### src/rtl/ps2_pkg.sv
// Shared PS/2 definitions: transmitter FSM states, frame length and the parity rule
// used by both the device-side transmitter and the host-side receiver.
package ps2_pkg;

  typedef enum logic [1:0] {IDLE, HIGH, LOW, GAP} ps2_tx_state_t;

  localparam int PS2_FRAME_BITS = 11;

  function automatic logic odd_parity(input logic [7:0] b);
    return ~^b;
  endfunction

endpackage

### src/rtl/sync_fifo.sv
// Generic single-clock FIFO; writes are dropped when full and reads are ignored when empty,
// so a pop never sees data pushed on the same edge.
module sync_fifo #(
  parameter int WIDTH = 8,
  parameter int DEPTH = 8
) (
  input  logic                   clk_i,
  input  logic                   rst_i,
  input  logic                   push_i,
  input  logic [WIDTH-1:0]       din_i,
  input  logic                   pop_i,
  output logic [WIDTH-1:0]       dout_o,
  output logic                   full_o,
  output logic                   empty_o,
  output logic [$clog2(DEPTH):0] count_o
);

  localparam int AW = $clog2(DEPTH);

  logic [WIDTH-1:0] mem_q [DEPTH];
  logic [AW-1:0]    wr_q, rd_q;
  logic [AW:0]      cnt_q;
  logic             do_push, do_pop;

  assign full_o  = (cnt_q == (AW+1)'(DEPTH));
  assign empty_o = (cnt_q == '0);
  assign do_push = push_i && !full_o;
  assign do_pop  = pop_i && !empty_o;
  assign dout_o  = mem_q[rd_q];
  assign count_o = cnt_q;

  always_ff @(posedge clk_i) begin
    if (do_push) mem_q[wr_q] <= din_i;
  end

  // Pointers wrap naturally because DEPTH is a power of two.
  always_ff @(posedge clk_i) begin
    if (rst_i) begin
      wr_q  <= '0;
      rd_q  <= '0;
      cnt_q <= '0;
    end else begin
      if (do_push) wr_q <= wr_q + 1'b1;
      if (do_pop)  rd_q <= rd_q + 1'b1;
      case ({do_push, do_pop})
        2'b10:   cnt_q <= cnt_q + 1'b1;
        2'b01:   cnt_q <= cnt_q - 1'b1;
        default: cnt_q <= cnt_q;
      endcase
    end
  end

endmodule

### src/rtl/ps2_device_tx.sv
// Keyboard-side PS/2 transmitter: buffered bytes go out as 11-bit frames, start bit one cycle
// after the pop; in_ready drops only when the byte buffer is full.
module ps2_device_tx import ps2_pkg::*; #(
  parameter int HALF_PERIOD = 4000,
  parameter int GAP_HALVES  = 4,
  parameter int FIFO_DEPTH  = 8
) (
  input  logic                        clk,
  input  logic                        rst,
  input  logic [7:0]                  in_data,
  input  logic                        in_valid,
  output logic                        in_ready,
  output logic                        ps2_clk,
  output logic                        ps2_dat,
  output logic                        busy,
  output logic [$clog2(FIFO_DEPTH):0] fifo_count
);

  localparam int CW = $clog2(HALF_PERIOD * GAP_HALVES);
  localparam logic [CW-1:0] HALF_LOAD = CW'(HALF_PERIOD - 1);
  localparam logic [CW-1:0] GAP_LOAD  = CW'(HALF_PERIOD * GAP_HALVES - 1);
  localparam logic [3:0]    LAST_BIT  = 4'(PS2_FRAME_BITS - 1);

  ps2_tx_state_t             state_q;
  logic [CW-1:0]             cnt_q;
  logic [3:0]                bit_q;
  logic [PS2_FRAME_BITS-1:0] sh_q;
  logic                      clk_q;
  logic                      fifo_full, fifo_empty, fifo_pop;
  logic [7:0]                fifo_dout;

  assign fifo_pop = (state_q == IDLE) && !fifo_empty;

  sync_fifo #(.WIDTH(8), .DEPTH(FIFO_DEPTH)) u_fifo (
    .clk_i   (clk),
    .rst_i   (rst),
    .push_i  (in_valid),
    .din_i   (in_data),
    .pop_i   (fifo_pop),
    .dout_o  (fifo_dout),
    .full_o  (fifo_full),
    .empty_o (fifo_empty),
    .count_o (fifo_count)
  );

  // sh_q[0] is the data line itself; ones shift in so the line rests high after the stop bit.
  always_ff @(posedge clk) begin
    if (rst) begin
      state_q <= IDLE;
      cnt_q   <= '0;
      bit_q   <= '0;
      sh_q    <= '1;
      clk_q   <= 1'b1;
    end else begin
      case (state_q)
        IDLE: if (!fifo_empty) begin
          sh_q    <= {1'b1, odd_parity(fifo_dout), fifo_dout, 1'b0};
          bit_q   <= '0;
          cnt_q   <= HALF_LOAD;
          state_q <= HIGH;
        end
        HIGH: if (cnt_q == '0) begin
          clk_q   <= 1'b0;
          cnt_q   <= HALF_LOAD;
          state_q <= LOW;
        end else begin
          cnt_q <= cnt_q - 1'b1;
        end
        LOW: if (cnt_q == '0) begin
          clk_q <= 1'b1;
          if (bit_q == LAST_BIT) begin
            cnt_q   <= GAP_LOAD;
            state_q <= GAP;
          end else begin
            sh_q    <= {1'b1, sh_q[PS2_FRAME_BITS-1:1]};
            bit_q   <= bit_q + 4'd1;
            cnt_q   <= HALF_LOAD;
            state_q <= HIGH;
          end
        end else begin
          cnt_q <= cnt_q - 1'b1;
        end
        GAP: if (cnt_q == '0) begin
          state_q <= IDLE;
        end else begin
          cnt_q <= cnt_q - 1'b1;
        end
        default: state_q <= IDLE;
      endcase
    end
  end

  assign ps2_clk  = clk_q;
  assign ps2_dat  = sh_q[0];
  assign in_ready = !fifo_full;
  assign busy     = (state_q != IDLE) || !fifo_empty;

endmodule
### config.mk
export PLATFORM = sky130hd
export DESIGN_NAME = ps2_device_tx
export DESIGN_NICKNAME = d
export VERILOG_FILES = /design/src/rtl/ps2_pkg.sv /design/src/rtl/sync_fifo.sv /design/src/rtl/ps2_device_tx.sv
export SDC_FILE = /design/constraint.sdc
export NUM_CORES = 1
export LEC_CHECK = 0
export ABC_AREA = 1
export CORE_MARGIN = 2
export CORE_UTILIZATION = 60
export CTS_BUF_LIST = sky130_fd_sc_hd__clkbuf_16
export CTS_CLUSTER_SIZE = 12
export DETAILED_ROUTE_END_ITERATION = 16
export GPL_TIMING_DRIVEN = 0
export MAX_ROUTING_LAYER = met4
export PLACE_DENSITY = 0.76
export SLEW_MARGIN = 20
export SYNTH_ARGS = -nofsm -noshare
export SYNTH_HDL_FRONTEND = slang
export SYNTH_SLANG_ARGS = --single-unit
export TNS_END_PERCENT = 10
### constraint.sdc
create_clock -name clk -period 2.4 [get_ports clk]
set_input_delay 0.24 -clock clk [delete_from_list [all_inputs] [get_ports clk]]
set_output_delay 0.24 -clock clk [all_outputs]
set_load 0.02 [all_outputs]
==> results.md, run 1 <==
* Max-cap violations at 0
* Root Buffer: clkbuf_16
* Die H at 97.9 um
* Register area share after synthesis at between 50% and 60%
* Largest net degree at the start of global routing at 20
* Worst setup EP type: flip-flop
* #FFs+latches synth at 108
* # IOs at 19
* Largest cells by area after synthesis: edfxtp_1, dfxtp_1, nand2_1
* First-pass GRT wire length at just under 20 mm
* Ratio of cells with drive above 1 in the final layout at 8.35%
* Placed Area at 5600 sq um
* Worst-path clk slew at around 70 ps
* Final wirelength at 11.6 mm
* CP top delay family: simple AND/OR/NAND/NOR gates
* Power per cell area at between 1000 and 1500 nW/um^2
* Synth area leader: edfxtp_1
* Detailed placement HPWL at 7.87 mm
* Syn. warnings at 0
* Initial drt markers at 420
* GRT overflow at 0
* Worst path slowest cell: nor2_1
* IO Port Bufs at 18
* Critical Path Source Type: flip-flop
* CTS tree: built
* Via/cell ratio at between 5 and 6
* Starting Density at 61.2%
* TritonCTS Buffers at 9
* CTS max path bufs at 2
* Max Freq at 443 MHz
* CTS Sinks at 108
* Die ar. at 9580 sq um
* DRC Markers at 0
* Outcome: finished, final reports clean
* DP Worst Slack at -87.4 ps
* Final setup margin at 144 ps
* Final worst path period share at 94.0%
* Mapped Area at approximately 5300 sq um
* CP Buf/Inv Count at 2
* Layout Area Growth over Synthesis at 12.0%
* Data arrival, critical path at about 2200 ps
* Yosys cell types at between 40 and 50
* Crit path from: u_fifo.count_o[2]
* Worst-path fanout max at 8
* Tot GR Track Use at 26.1%
* Via count at 4,199
* Worst slew margin at 27.0%
* Fin. max-slew vios at 0
* Post-route ant nets at 0
* Min-delay worst type: flip-flop to flip-flop
* RR Startpoint: u_fifo.count_o[2]
* Number of global-route vias before repair at 3,927
* Avg Cell Area, Syn at 8.30 sq um
* Final setup vio count at 0
* Post-CTS Setup Bufs at 0
* Crit path kind: flip-flop to flip-flop
* GPL Wtd Cong at 0.943
* Final #Nets at 687
* Row count at 34
* Util after Layout at 68.5%
* Worst skew pair latency at 350 ps
* # diodes at 0
* Syn Nets at 658
* Initial antenna violation count at 0
* Final Hold Fails at 0
* WL/cell at 14.9 um
* RSZ-0062 raised after global routing: no
* H-tree depth at 3
* DR pass1 iterations at 5
* Post-route design area at ~5900 sq um
* Clk_skew at 10.2 ps
* Cell count after synthesis at between 600 and 700
* Critical path cell sequence: inv_1 -> nand3_1 -> nand2_1 -> inv_1 -> nand2_1 -> nor2_1
* Hold-fix buffers at CTS at 0
* Worst endpoint required time at 2360 ps
* Die extent in x at 97.9 um
* Hold Startpoint: u_fifo.rd_q[2]
* Transition time of the tightest slew-check pin at 1090 ps
* Yosys top cell area share at 36.4%
* Static leakage at 2.72 nW
* Final worst path period need at 2260 ps
* Core area at roughly 8600 sq um
* Crit-path max cell delay at between 800 and 900 ps
* Worst ir drop on vdd at 0.000682 V
==> worst register-to-register path: stages, from the launching register on <==
cell and delay [ps]:
dfxtp_1 410, inv_1 110, nand3_1 120, nand2_1 150
inv_1 110, nand2_1 120, nor2_1 850
==> placed cells by master, fill, tap and decap left out, drive strengths merged, types with 2 or more instances in the layout <==
cell type / netlist / routed
a211oi: 2 / 2
a21oi: 29 / 29
a31oi: 3 / 3
buf: 16 / 16
clkbuf: 3 / 12
clkdlybuf4s50: 0 / 18
clkinv: 1 / 4
dfxtp: 44 / 44
edfxtp: 64 / 64
ha: 9 / 9
inv: 108 / 112
nand2: 203 / 203
nand3: 53 / 53
nand3b: 3 / 3
nand4: 3 / 3
nor2: 38 / 38
nor3: 7 / 7
o21ai: 29 / 29
o221ai: 7 / 7
or2: 2 / 2
xor2: 7 / 7
==> worst paths after layout <==
check,endpoint,slack (ps),cells after the start
setup / recovery,u_fifo.mem_q[0][6],140,6
hold / removal,u_fifo.rd_q[2],470,2
setup reg to reg,u_fifo.mem_q[0][6],140,6
hold reg to reg,u_fifo.rd_q[2],470,2
==> Yosys cell counts <==
cell type and instances:
a21oi_1 29, o2111ai_1 1, nand4_1 2, clkinv_2 1, nand3b_1 3, buf_2 7, nand2_2 3, a211oi_1 2
edfxtp_1 64, fa_1 1, and2_1 1, inv_6 1, ha_1 9, a31oi_1 3, nor3_4 1, buf_4 6
a31o_2 1, inv_1 103, dfxtp_1 44, inv_2 4, xnor2_1 1, o211ai_1 1, xor2_1 7, nand2_1 196
clkbuf_1 3, nand4_2 1, nor2_4 1, nor2_2 2, nand2_4 4, nor2_1 35, buf_1 2, o21ai_1 4
o21ai_2 1, nand3_1 53, o21ai_0 24, nor3_2 1, o221ai_1 7, buf_6 1, or2_0 1, or2_4 1
nor3_1 5
==> state kept, by name, indices dropped and copies added, names as in the netlist, named ones only <==
name,count
u_fifo.wr_q,3
u_fifo.rd_q,3
bit_q,4
u_fifo.mem_q,64
u_fifo.count_o,4
cnt_q,14
state_q,2
sh_q,10
ps2_clk,1
==> what timing repair did <==
item	4_1_cts	5_1_grt
endpoints found under the setup margin	1	1
resized for setup	2	6
endpoints found under the hold margin	0	0
==> report_power, final <==
part | leakage, nW | internal (mW) | switching, mW
Combinational | 1.63 | 0.997 | 1.88
Clock | 0.139 | 0.722 | 0.698
Sequential | 0.944 | 2.24 | 0.183
==> kinds of logic (layout without fill, tap and decap cells) <==
kind of cell,Yosys count,count (layout),synth area share (%)
AOI/OAI and AO/OA,73,73,7.84
xor gates and xnor gates,8,8,1.33
adders and majority gates,10,10,2.51
buffers and inverters,128,162,9.94
DFF,108,108,53.0
and+or+nand+nor,310,310,25.4
==> per-layer routing <==
layer / global-route usage [%] / vias to the layer above / part of all wire [%]
li1: - / 2107 / -
met1: 36.5 / 1925 / 45
met2: 39.3 / 151 / 47
met3: 3.72 / 16 / 6.9
met4: 9.08 / 0 / 1.5
met5: - / - / 0
==> cell type report <==
| type | count | area (sq um) |
|---|---|---|
| Buffer | 19 | 110 |
| Clock buffer | 9 | 225 |
| Clock inverter | 7 | 56.3 |
| Fill cell | 682 | 2720 |
| Inverter | 109 | 415 |
| Multi-Input combinational cell | 401 | 1990 |
| Sequential cell | 108 | 2800 |
| Tap cell | 108 | 135 |
| Timing Repair Buffer | 18 | 180 |
==> metrics by stage <==
step / std cells / hold WS [ps] / power, mW / setup TNS (ps)
floorplan: 637 / 339 / 4.48 / 0
global placement: 763 / 449 / 5.12 / -60.9
detailed placement: 763 / 455 / 5.20 / -87.4
CTS: 779 / 472 / 6.63 / 0
global route: 779 / 508 / 7.18 / 0
finish: 779 / 465 / 6.72 / 0
(Power assumes the default switching activity.)
==> run 2, diff against run 1 <==
- CTS_CLUSTER_SIZE: 12 -> 28
- SKIP_CTS_REPAIR_TIMING: default -> 1
==> results of run 2 <==
Same layout as run 1: the final DEF is identical, and so are final timing and power.
Main changes from that run: via count of the first global-routing pass 3927 -> 3915; overall routing resource usage 26.1% -> 26.0%; met1 usage 36.5% -> 36.6%; met2 usage 39.3% -> 39.1%
==> run 3, diff against run 2 <==
- SETUP_SLACK_MARGIN: default -> 0.02
==> run 3 against run 2 <==
Clock power barely moved. Register-to-register slack improved by 100 ps. Clock skew increased by 2.3 ps. Cell count stayed put. First-iteration DRC count down 4.8%. Sequential power about the same. Worst setup slack gained 100 ps. Sequential cell count stayed put. Clock-buffer cell count is the same. Critical endpoint is now u_fifo.count_o[3]. Highest routed layer unchanged.
==> results.md, run 3 (same netlist as run 1, synthesis figures left out) <==
* Number of global-route vias before repair at 3,915
* Outcome: finished, final reports clean
* CTS Sinks at 108 (unchanged)
* First-pass GRT wire length at roughly 19 mm
* Top Registers: u_fifo.mem_q (64), cnt_q (14), sh_q (10)
* Core area at 8640 sq um (unchanged)
* Fin. max-slew vios at 0 (unchanged)
* Via/cell ratio at 5.40 (about the same)
* RSZ-0062 raised after global routing: yes
* # IOs at 19 (unchanged)
* Via count at 4,203 (+0.095%)
* Max Freq at 465 MHz (+4.8%)
* IO Port Bufs at 18 (unchanged)
* CTS max path bufs at 2 (unchanged)
* Ratio of cells with drive above 1 in the final layout at 8.49% (+0.15 points)
* Initial drt markers at 400 (-4.8%)
* Final worst path period need at 2150 ps (-104 ps)
* Worst-path clk slew at 70 ps (about the same)
* Max reg flops at 64 (unchanged)
* WL/cell at 14.8 um (-0.57%)
* Critical Path Source Type: flip-flop
* Hold WS at 466 ps (+0.404 ps)
* Worst ir drop on vdd at 0.000684 V (+0.26%)
* Max-cap violations at 0 (unchanged)
* Most frequent cells in the layout: nand2_1, inv_1, edfxtp_1
* Min-delay worst type: flip-flop to flip-flop
* Root Buffer: clkbuf_16
* Final Hold Fails at 0 (unchanged)
* H-tree depth at 3 (unchanged)
* Worst-path fanout max at 8 (unchanged)
* Clk_skew at 12.4 ps (+2.26 ps)
* Placed Area at 5600 sq um (unchanged)
* Tot GR Track Use at 26.0%
* Starting Density at 61.2% (unchanged)
* Final worst path period share at 89.6% (-4.3 points)
* TritonCTS Buffers at 9 (unchanged)
* Fin Setup TNS at 0 ps (unchanged)
* Initial antenna violation count at 0 (unchanged)
* Transition time of the tightest slew-check pin at 933 ps (-158 ps)
* Worst skew pair latency at 350 ps (about the same)
* Die ar. at 9580 sq um (unchanged)
* Register with the most flip-flops: u_fifo.mem_q
* Row count at 34 (unchanged)
* Detailed placement HPWL at 7.87 mm (unchanged)
* Layout Area Growth over Synthesis at 12.1% (about the same)
* CTS tree: built
* # fillers at 681 (-0.15%)
* # diodes at 0 (unchanged)
* Worst setup EP type: flip-flop
* GRT overflow at 0 (unchanged)
* Largest net degree at the start of global routing at 20 (unchanged)
* Final #Nets at 687 (unchanged)
* Power per cell area at 1130 nW/um^2 (-0.17%)
* DR pass1 iterations at 5 (unchanged)
* Final wirelength at 11.5 mm (-0.57%)
* DRC Markers at 0 (unchanged)
* Data arrival, critical path at 2390 ps (+170 ps)
* Die H at 97.9 um (unchanged)
* Post-route ant nets at 0 (unchanged)
* Commonest non-fill, non-tap cell in the layout: nand2_1
* Final setup vio count at 0 (unchanged)
* Worst slew margin at 37.6% (+11 points)
* Crit path kind: flip-flop to flip-flop
* Static leakage at 2.72 nW (about the same)
* Worst endpoint required time at 2640 ps (+280 ps)
* Die extent in x at 97.9 um (unchanged)
* Post-route design area at 5920 sq um (about the same)
* GPL Wtd Cong at 0.943 (unchanged)
-- run 3: final timing paths --
path / start / cells past startpoint / endpoint / slack (ps)
setup / recovery: u_fifo.count_o[2] / 14 / u_fifo.count_o[3] / 250
hold reg to reg: u_fifo.rd_q[2] / 2 / u_fifo.rd_q[2] / 470
setup reg to reg: u_fifo.count_o[2] / 14 / u_fifo.count_o[3] / 250
hold / removal: u_fifo.rd_q[2] / 2 / u_fifo.rd_q[2] / 470
-- run 3: power breakdown --
group | internal, mW | switching (mW)
clock network | 0.722 | 0.696
registers | 2.24 | 0.182
logic | 0.998 | 1.88
total | 3.96 | 2.75
-- run 3: cell type report --
type                            instances  area, sq um  share of cell area (%)
Clock buffer                            9          225                    3.80
Clock inverter                          7         56.3                   0.951
Tap cell                              108          135                    2.28
Inverter                              109          415                    7.01
Multi-Input combinational cell        401         2000                    33.7
Buffer                                 19          110                    1.86
Sequential cell                       108         2800                    47.3
Timing Repair Buffer                   18          180                    3.04
-- run 3: critical path, stage by stage (launching register included) --
cell	delay [ps]
dfxtp_1	410
inv_1	110
nand3_1	140
nand2_4	90
inv_2	140
ha_2	240
ha_1	240
nand2_1	60
nor2_1	40
a211oi_2	160
nor2_1	60
nor2_1	80
nand2_1	70
o21ai_0	150
a21oi_1	50
-- run 3: per-stage QoR --
stage                     utilization (%)  std cells  setup slack (ps)  power, mW
after floorplan                         -        637              77.3       4.48
after global placement               64.9        763             -60.9       5.12
after detailed placement             64.9        763             -87.4       5.20
after CTS                            68.1        779              -112       6.62
after global routing                 68.6        779              15.8       7.18
final                                68.6        779               249       6.71
-- run 3: metal layers --
layer / track usage, % / wire (um)
met5: - / 0
met4: 8.87 / 140
met3: 3.72 / 752
met2: 39.1 / 5450
met1: 36.6 / 5170
